## config.mk

```make
export PLATFORM = sky130hd
export DESIGN_NAME = hazard_ctrl
export DESIGN_NICKNAME = d
export VERILOG_FILES = /design/src/rtl/hazard_ctrl_pkg.sv /design/src/rtl/hazard_stage_pipe.sv /design/src/rtl/hazard_ctrl.sv
export SDC_FILE = /design/constraint.sdc
export NUM_CORES = 1
export LEC_CHECK = 0
export ABC_AREA = 1
export CAP_MARGIN = 20
export CORE_MARGIN = 5
export CORE_UTILIZATION = 39
export DETAILED_ROUTE_END_ITERATION = 10
export HOLD_SLACK_MARGIN = 0.12
export PLACE_DENSITY = 0.59
export SYNTH_ARGS = -nofsm -noshare
export SYNTH_HDL_FRONTEND = slang
export SYNTH_SLANG_ARGS = --single-unit
export TNS_END_PERCENT = 5
```

## constraint.sdc

```tcl
create_clock -name clk -period 1.93 [get_ports clk]
set_input_delay 0.386 -clock clk [delete_from_list [all_inputs] [get_ports clk]]
set_output_delay 0.386 -clock clk [all_outputs]
set_load 0.05 [all_outputs]
```

## src/rtl/hazard_ctrl_pkg.sv

```systemverilog
// rtl/hazard_ctrl_pkg.sv - shared widths and mux-select encodings for the hazard controller
package cpu_defs;

  localparam int REG_W = 5;
  localparam int T_W   = 2;

  // D-stage operand mux: register file, or forwarded from E/M/W
  typedef enum logic [1:0] {
    FWD_RF = 2'b00,
    FWD_E  = 2'b01,
    FWD_M  = 2'b10,
    FWD_W  = 2'b11
  } fwd_d_t;

  // E-stage operand mux: ID/EX register, or forwarded from M/W
  typedef enum logic [1:0] {
    FWDE_REG = 2'b00,
    FWDE_M   = 2'b01,
    FWDE_W   = 2'b10
  } fwd_e_t;

  localparam logic [T_W-1:0] TUSE_NONE = 2'd3;

endpackage

```

## src/rtl/hazard_stage_pipe.sv

```systemverilog
// rtl/hazard_stage_pipe.sv - E/M/W producer records with bubble insertion and saturating Tnew
module hazard_stage_pipe #(
  parameter int REG_W = cpu_defs::REG_W,
  parameter int T_W   = cpu_defs::T_W
) (
  input  logic             clk,
  input  logic             reset,
  input  logic             stall,
  input  logic [REG_W-1:0] d_rs,
  input  logic [REG_W-1:0] d_rt,
  input  logic [REG_W-1:0] d_a3,
  input  logic [T_W-1:0]   d_tnew,
  output logic [REG_W-1:0] e_a3,
  output logic [T_W-1:0]   e_tnew,
  output logic [REG_W-1:0] e_rs,
  output logic [REG_W-1:0] e_rt,
  output logic [REG_W-1:0] m_a3,
  output logic [T_W-1:0]   m_tnew,
  output logic [REG_W-1:0] w_a3
);

  always_ff @(posedge clk) begin
    if (reset) begin
      e_a3   <= '0;
      e_tnew <= '0;
      e_rs   <= '0;
      e_rt   <= '0;
      m_a3   <= '0;
      m_tnew <= '0;
      w_a3   <= '0;
    end else begin
      w_a3   <= m_a3;
      m_a3   <= e_a3;
      // Tnew counts down toward "forwardable now" and parks at zero
      m_tnew <= (e_tnew == '0) ? '0 : e_tnew - 1'b1;
      if (stall) begin
        e_a3   <= '0;
        e_tnew <= '0;
        e_rs   <= '0;
        e_rt   <= '0;
      end else begin
        e_a3   <= d_a3;
        e_tnew <= d_tnew;
        e_rs   <= d_rs;
        e_rt   <= d_rt;
      end
    end
  end

endmodule

```

## src/rtl/hazard_ctrl.sv

```systemverilog
// rtl/hazard_ctrl.sv - D-stage stall decision and D/E forwarding-mux selects
module hazard_ctrl #(
  parameter int REG_W = cpu_defs::REG_W,
  parameter int T_W   = cpu_defs::T_W
) (
  input  logic             clk,
  input  logic             reset,
  input  logic [REG_W-1:0] d_rs,
  input  logic [REG_W-1:0] d_rt,
  input  logic [T_W-1:0]   d_tuse_rs,
  input  logic [T_W-1:0]   d_tuse_rt,
  input  logic [REG_W-1:0] d_a3,
  input  logic [T_W-1:0]   d_tnew,
  output logic             stall,
  output logic [1:0]       fwd_d_rs,
  output logic [1:0]       fwd_d_rt,
  output logic [1:0]       fwd_e_rs,
  output logic [1:0]       fwd_e_rt
);
  import cpu_defs::*;

  logic [REG_W-1:0] e_a3, e_rs, e_rt, m_a3, w_a3;
  logic [T_W-1:0]   e_tnew, m_tnew;

  hazard_stage_pipe #(.REG_W(REG_W), .T_W(T_W)) u_pipe (
    .clk    (clk),
    .reset  (reset),
    .stall  (stall),
    .d_rs   (d_rs),
    .d_rt   (d_rt),
    .d_a3   (d_a3),
    .d_tnew (d_tnew),
    .e_a3   (e_a3),
    .e_tnew (e_tnew),
    .e_rs   (e_rs),
    .e_rt   (e_rt),
    .m_a3   (m_a3),
    .m_tnew (m_tnew),
    .w_a3   (w_a3)
  );

  logic [REG_W-1:0] d_src [2];
  logic [T_W-1:0]   d_tuse [2];
  logic [REG_W-1:0] e_src [2];
  logic [1:0]       fwd_d [2];
  logic [1:0]       fwd_e [2];

  assign d_src[0]  = d_rs;
  assign d_src[1]  = d_rt;
  assign d_tuse[0] = d_tuse_rs;
  assign d_tuse[1] = d_tuse_rt;
  assign e_src[0]  = e_rs;
  assign e_src[1]  = e_rt;

  always_comb begin
    stall = 1'b0;
    for (int i = 0; i < 2; i++) begin
      fwd_d[i] = FWD_RF;
      fwd_e[i] = FWDE_REG;
      if (d_src[i] != '0) begin
        if (d_tuse[i] != T_W'(TUSE_NONE)) begin
          if (d_src[i] == e_a3 && d_tuse[i] < e_tnew) stall = 1'b1;
          if (d_src[i] == m_a3 && d_tuse[i] < m_tnew) stall = 1'b1;
        end
        // Youngest producer decides; a not-yet-ready one yields RF and relies on stall
        if (d_src[i] == e_a3)      fwd_d[i] = (e_tnew == '0) ? FWD_E : FWD_RF;
        else if (d_src[i] == m_a3) fwd_d[i] = (m_tnew == '0) ? FWD_M : FWD_RF;
        else if (d_src[i] == w_a3) fwd_d[i] = FWD_W;
      end
      if (e_src[i] != '0) begin
        if (e_src[i] == m_a3)      fwd_e[i] = (m_tnew == '0) ? FWDE_M : FWDE_REG;
        else if (e_src[i] == w_a3) fwd_e[i] = FWDE_W;
      end
    end
  end

  assign fwd_d_rs = fwd_d[0];
  assign fwd_d_rt = fwd_d[1];
  assign fwd_e_rs = fwd_e[0];
  assign fwd_e_rt = fwd_e[1];

endmodule

```

==> impl_results.md, run 1 <==
- Fin Setup TNS: -1140 ps
- Placer Congestion: a little under 0.9
- Die W: ~77 um
- Synth top area share: 33.0%
- Clock Root Buffer: clkbuf_8
- Worst R2R Setup Slack: 200 ps
- Critical-path top delay cell: dfxtp_2
- Fmax: 475 MHz
- Synth-to-layout area growth: 56.1%
- Hold Violations, Final: 0
- Tightest Pin Transition: ~320 ps
- Mapped Cells: 248
- Worst slew margin: between 70% and 80%
- Clock skew: between 6 and 7 ps
- CP cell instances: buf_6 -> buf_6 -> xor2_1 -> nor3_1 -> nand3_1 -> nor3_2 -> clkbuf_16
- Starting density of the core: 40.4%
- Max FO, Critical Path: 3
- Worst-Skew Late Latency: 280 ps
- Status: finished with violations
- Num CTS Buffers: 5
- Vias in the first global route: roughly 1600
- Fin crit share: 109%
- # DRC: 0
- Die ar.: roughly 0.006 mm^2
- Synth Cell Area: about 0.0018 mm^2
- Hold_ws: about 470 ps
- Ys Warns: 0
- R2R depth: 11
- Initial antenna violation count: 0
- IO Port Bufs: 31
- Fin nets: between 300 and 400
- ANT nets after route: 0
- Total grt overflow: 0
- Static Leakage: 0.00131 uW
- Setup crit end: fwd_e_rs[0]
- VDD IR max: 437 uV
- Min Tclk post-route: 2110 ps
- I/O pin total: 32
- Failing checks: setup timing
- R2R Path End: u_pipe.e_rt[1]
- Mean routed wirelength per cell: about 13 um
- Setup Viol. Count Final: 9
- Rows: 24
- Vias per cell: ~4.6
- Clk sink count: 29
- Mean Syn Cell Area: 7.10 um^2
- Register area share after synthesis: 33.0%
- Drt first pass iters: 4
- Synth area leader: dfxtp_1
- Power per cell area: 609 mW/mm^2
- Synth top area cells: dfxtp_1 (33%), xnor2_1 (12%), nand2_1 (10%), nor2_1 (7.5%), inv_1 (7.0%)
- CTS tree: yes
- Leading cell types in the layout, fill and taps excluded: nand2_1 (45), buf_4 (45), inv_1 (33), nor2_1 (29)
- Crit. End Element: output port
- Clock buffer depth: 2
- Synth unique cells: 23
- First-pass GRT wire length: between 7 and 8 mm
- # Max-Cap Violations: 0
- Pins over their slew limit: 0
- H-tree levels: 2
- Syn Nets: roughly 280
- Total track usage: about 16%
- CP required: 1540 ps
- Largest net degree at the start of global routing: 18
- Ratio of cells with drive above 1 in the final layout: between 30 and 40%
- Worst r2r src: u_pipe.m_a3[1]
- Crit path from: u_pipe.m_a3[3]
- Drt total wl: 4.74 mm
- CP most frequent cell: buf_6
- Post-DP HPWL: 3.72 mm
- Via count: 1723
- Setup ws final: -177 ps
- Filler-free cell count of the finished design: 378
- Crit Path Class: flop to output port
- Antenna diode count: 0
- Seq cells post-synth: 29
- Worst Hold Class: flop to flop
- DR iter-0 viols: 54
- Hold-fix buffers, CTS: 0
- Die Height: 77.2 um
- RSZ-0062 raised after global routing: true
- Worst EP arrival: ~1700 ps
- Core footprint: 0.00435 mm^2
- Placed insts: 369
- Clk slew on worst S/H paths: 60 ps
- CP startpoint kind: flop
- CP max stage delay: roughly 330 ps
==> stage by stage <==
| stage | utilization [%] | instance area [um^2] | setup slack (ps) | total power (uW) |
|---|---|---|---|---|
| 2_1_floorplan | - | 1770 | -308 | 921 |
| 3_3_place_gp | 58.0 | 2530 | -533 | 1150 |
| 3_5_place_dp | 58.0 | 2530 | -569 | 1160 |
| 4_1_cts | 62.6 | 2730 | -214 | 1680 |
| 5_1_grt | 63.1 | 2750 | -285 | 1760 |
| 6_report | 63.1 | 2750 | -177 | 1670 |
==> state kept, by name, indices dropped and copies added, names as in the netlist <==
register,cells
u_pipe.e_rs,5
u_pipe.w_a3,5
u_pipe.e_a3,5
u_pipe.m_tnew,2
u_pipe.e_tnew,2
u_pipe.m_a3,5
u_pipe.e_rt,5
==> worst min-delay path by stage <==
| stage | start | to | slack, ps | cells after the start |
|---|---|---|---|---|
| 6_report | u_pipe.m_a3[4] | u_pipe.w_a3[4] | 470 | 2 |
| 3_3_place_gp | u_pipe.e_a3[1] | u_pipe.m_a3[1] | 470 | 2 |
| 5_1_grt | u_pipe.e_a3[1] | u_pipe.m_a3[1] | 480 | 2 |
| 2_1_floorplan | u_pipe.e_tnew[0] | u_pipe.m_tnew[0] | 430 | 1 |
| 3_5_place_dp | u_pipe.e_a3[1] | u_pipe.m_a3[1] | 480 | 2 |
| 4_1_cts | u_pipe.e_a3[1] | u_pipe.m_a3[1] | 480 | 2 |
==> where the power goes <==
group          internal (uW)  switching, uW
Sequential               634           36.2
Clock                    282            215
Combinational            258            249
Total                   1170            500
==> cell families after synthesis <==
group | share of synthesized area [%]
AOI/OAI and AO/OA | 3.13
xor gates and xnor gates | 19.4
adders and majority gates | 3.55
buffers and inverters | 10.2
DFF | 33.0
and+or+nand+nor | 30.7
==> cell usage after synthesis, drive strengths merged <==
cell,number
nor2,37
inv,35
xor2,14
nand2,49
ha,5
nand3,10
xnor2,25
or2,3
nand3b,2
o21ai,2
nor3,11
a21oi,9
dfxtp,29
nor3b,2
buf,4
nand4,7
clkbuf,4
==> worst max-delay path: cells and delay by family (launching register included) <==
family	cells	cell delay [ps]
simple gates	3	530
buf+inv	3	430
xor+xnor	1	150
flops	1	330
==> cell type report <==
type	count	area [um^2]
tap	52	65.1
sequential	29	587
fill	375	1610
timing repair buffer	79	759
inverter	35	131
multi-input combinational	176	1120
clock buffer	7	86.3
==> metal layers <==
metal | vias to the layer above | part of all wire, % | GRT usage [%]
met5 | - | 0 | 0
met1 | 757 | 42 | 18.3
met3 | 11 | 5.9 | 4.33
met4 | 0 | 2.2 | 6.70
met2 | 42 | 50 | 28.5
li1 | 913 | - | -
==> repair_timing <==
| action | in CTS | in global routing |
|---|---|---|
| endpoints found under the hold margin | 0 | 0 |
| buffers inserted | 2 | 0 |
| endpoints found under the setup margin | 9 | 9 |
| resized for setup | 42 | 12 |
| pin swaps | 16 | 9 |
Note: power is estimated with default switching activity, not from simulation.
==> run 2: changes to the inputs <==
clock period = 2.2 ns   (was 1.93 ns; I/O delays follow)
==> impl_results.md, run 2 (synthesized netlist as in run 1, its figures left out) <==
- Status: finished with violations
- Failing checks: setup timing
- Clk sink count: 29
- IO Port Bufs: 31
- Comb power frac: 29.2%
- Total grt overflow: 0
- Rows: 24
- Switching portion of total power: 29.8%
- Fin Setup TNS: -23.0 ps
- Drt total wl: 4.57 mm
- P_sw: 430 uW
- RSZ-0062 raised after global routing: true
- Post-route cell area: 0.00260 mm^2
- Pint: 1010 uW
- ANT nets after route: 0
- CP required: 1760 ps
- CP startpoint kind: input pin
- Die Height: between 70 and 80 um
- # DRC: 0
- Crit Path Class: input pin to output port
- Die W: 77.2 um
- Fillcell total: 416
- Die ar.: around 0.0060 mm^2
- Num CTS Buffers: 5
- Starting density of the core: roughly two fifths
- First-pass GRT wire length: 7.53 mm
- Static Leakage: roughly 0.0012 uW
- I/O pin total: 32
- VDD IR max: 351 uV
- Max FO, Critical Path: 4
- Post-DP HPWL: 3.67 mm
- Vias in the first global route: around 1700
- Clock buffer depth: 2
- Fmax: 450 MHz
- CP max stage delay: 270 ps
- Critical-path top delay cell: dlygate4sd2_1
- Flop pwr share: 40.7%
- Leading cell types in the layout, fill and taps excluded: nand2_1 (45), inv_1 (33), nor2_1 (31), buf_4 (29)
- Via count: approximately 1700
- Power per cell area: 555 mW/mm^2
- DR iter-0 viols: 97
- CTS tree: yes
- Antenna diode count: 0
- Tightest Pin Transition: ~340 ps
- Pins over their slew limit: 0
- Clock power frac: ~30%
- Clock skew: between 7 and 8 ps
- Clk slew on worst S/H paths: 60 ps
- DP Area: 0.00241 mm^2
- Bufs and invs on worst path: 3
- Postcts setup bufs: 0
- Total track usage: 15.9%
- Worst EP arrival: 1780 ps
- Clock Root Buffer: clkbuf_8
- Worst slew margin: 77.1%
- Worst Hold Class: flop to flop
- H-tree levels: 2
- Hold Violations, Final: 0
- Fin nets: 337
- Setup ws final: -23.0 ps
- Crit. End Element: output port
- Worst-Skew Late Latency: 280 ps
- Vias per cell: 4.61
- Hold-fix buffers, CTS: 0
- Synth-to-layout area growth: 47.6%
- Initial antenna violation count: 0
- Placer Congestion: 0.885
- Mean routed wirelength per cell: 12.7 um
- Crit path max-delay family: buffers and inverters
- Drt first pass iters: 4
- # Max-Cap Violations: 0
- Largest net degree at the start of global routing: 18
- Setup Viol. Count Final: 1
- Fin crit share: 101%
- Ratio of cells with drive above 1 in the final layout: between 20 and 30%
- CP cell instances: dlygate4sd2_1 -> buf_4 -> xnor2_1 -> nand4_1 -> nor2_1 -> nand2_2 -> a21oi_2 -> buf_12
- Min Tclk post-route: 2220 ps
- Core footprint: 0.00435 mm^2
- Commonest non-fill, non-tap cell in the layout: nand2_1
==> run 2: cell types whose count changed in the layout (fill, tap and decap cells not counted), moves of 2 or more <==
| cell | before | now |
|---|---|---|
| buf_4 | 45 | 29 |
| a21oi_2 | 3 | 6 |
| nor2_2 | 8 | 5 |
| a21oi_4 | 4 | 2 |
| dlygate4sd2_1 | 10 | 8 |
| nor2_1 | 29 | 31 |
==> run 2: metal layers <==
metal	vias to the layer above	part of all wire [%]	wire length, um	track usage [%]
met5	-	0	0	0
li1	888	-	-	-
met2	36	50	2270	27.8
met3	7	3.9	179	3.51
met4	0	1.2	55	5.50
met1	735	45	2070	18.8
==> run 2: cell type report <==
cell class                 count  area [um^2]  share of cell area, %
multi-input combinational    176         1100                   42.5
timing repair buffer          62          627                   24.1
sequential                    29          586                   22.5
inverter                      35          131                   5.06
clock buffer                   7         86.3                   3.32
tap                           52         65.1                   2.50
==> run 2: through the flow <==
stage | cells | util, % | worst slack (ps) | power (uW) | hold WS (ps)
3_5_place_dp | 354 | 55.4 | -387 | 1000 | 467
5_1_grt | 361 | 59.7 | -92.9 | 1510 | 470
6_report | 361 | 59.7 | -23.0 | 1440 | 473
4_1_cts | 361 | 58.6 | 0.0888 | 1440 | 476
2_1_floorplan | 248 | - | -91.9 | 808 | 431
3_3_place_gp | 354 | 55.4 | -378 | 995 | 461
==> run 2: power by group through the flow <==
stage	clock network, uW	registers (uW)	logic, uW
floorplan	0	588	220
global placement	0	598	397
detailed placement	0	599	402
CTS	442	588	412
global route	466	591	457
finish	434	587	421
==> run 2: timing repair <==
item	CTS	global route
setup endpoints to repair	6	6
gates resized for setup	35	16
pin swaps	8	3
==> run 2: worst register-to-register path, cell delays in order, from the launching register on <==
cell     delay, ps
dfxtp_1        320
buf_6          140
nand2_1         60
nand2_1         50
a21oi_2        150
buf_4          130
nand4_1         80
nand2_1         90
nand2_2         70
buf_4          140
nand3_4        210
nor2_1          80
==> run 2: worst paths after layout <==
check / from / endpoint / slack [ps] / cells past startpoint
worst max-delay path: d_rt[2] / fwd_d_rt[0] / -20 / 8
worst min-delay path: u_pipe.m_a3[0] / u_pipe.w_a3[0] / 470 / 2
worst max register to register: u_pipe.m_a3[1] / u_pipe.e_rs[2] / 560 / 11
worst min register to register: u_pipe.m_a3[0] / u_pipe.w_a3[0] / 470 / 2
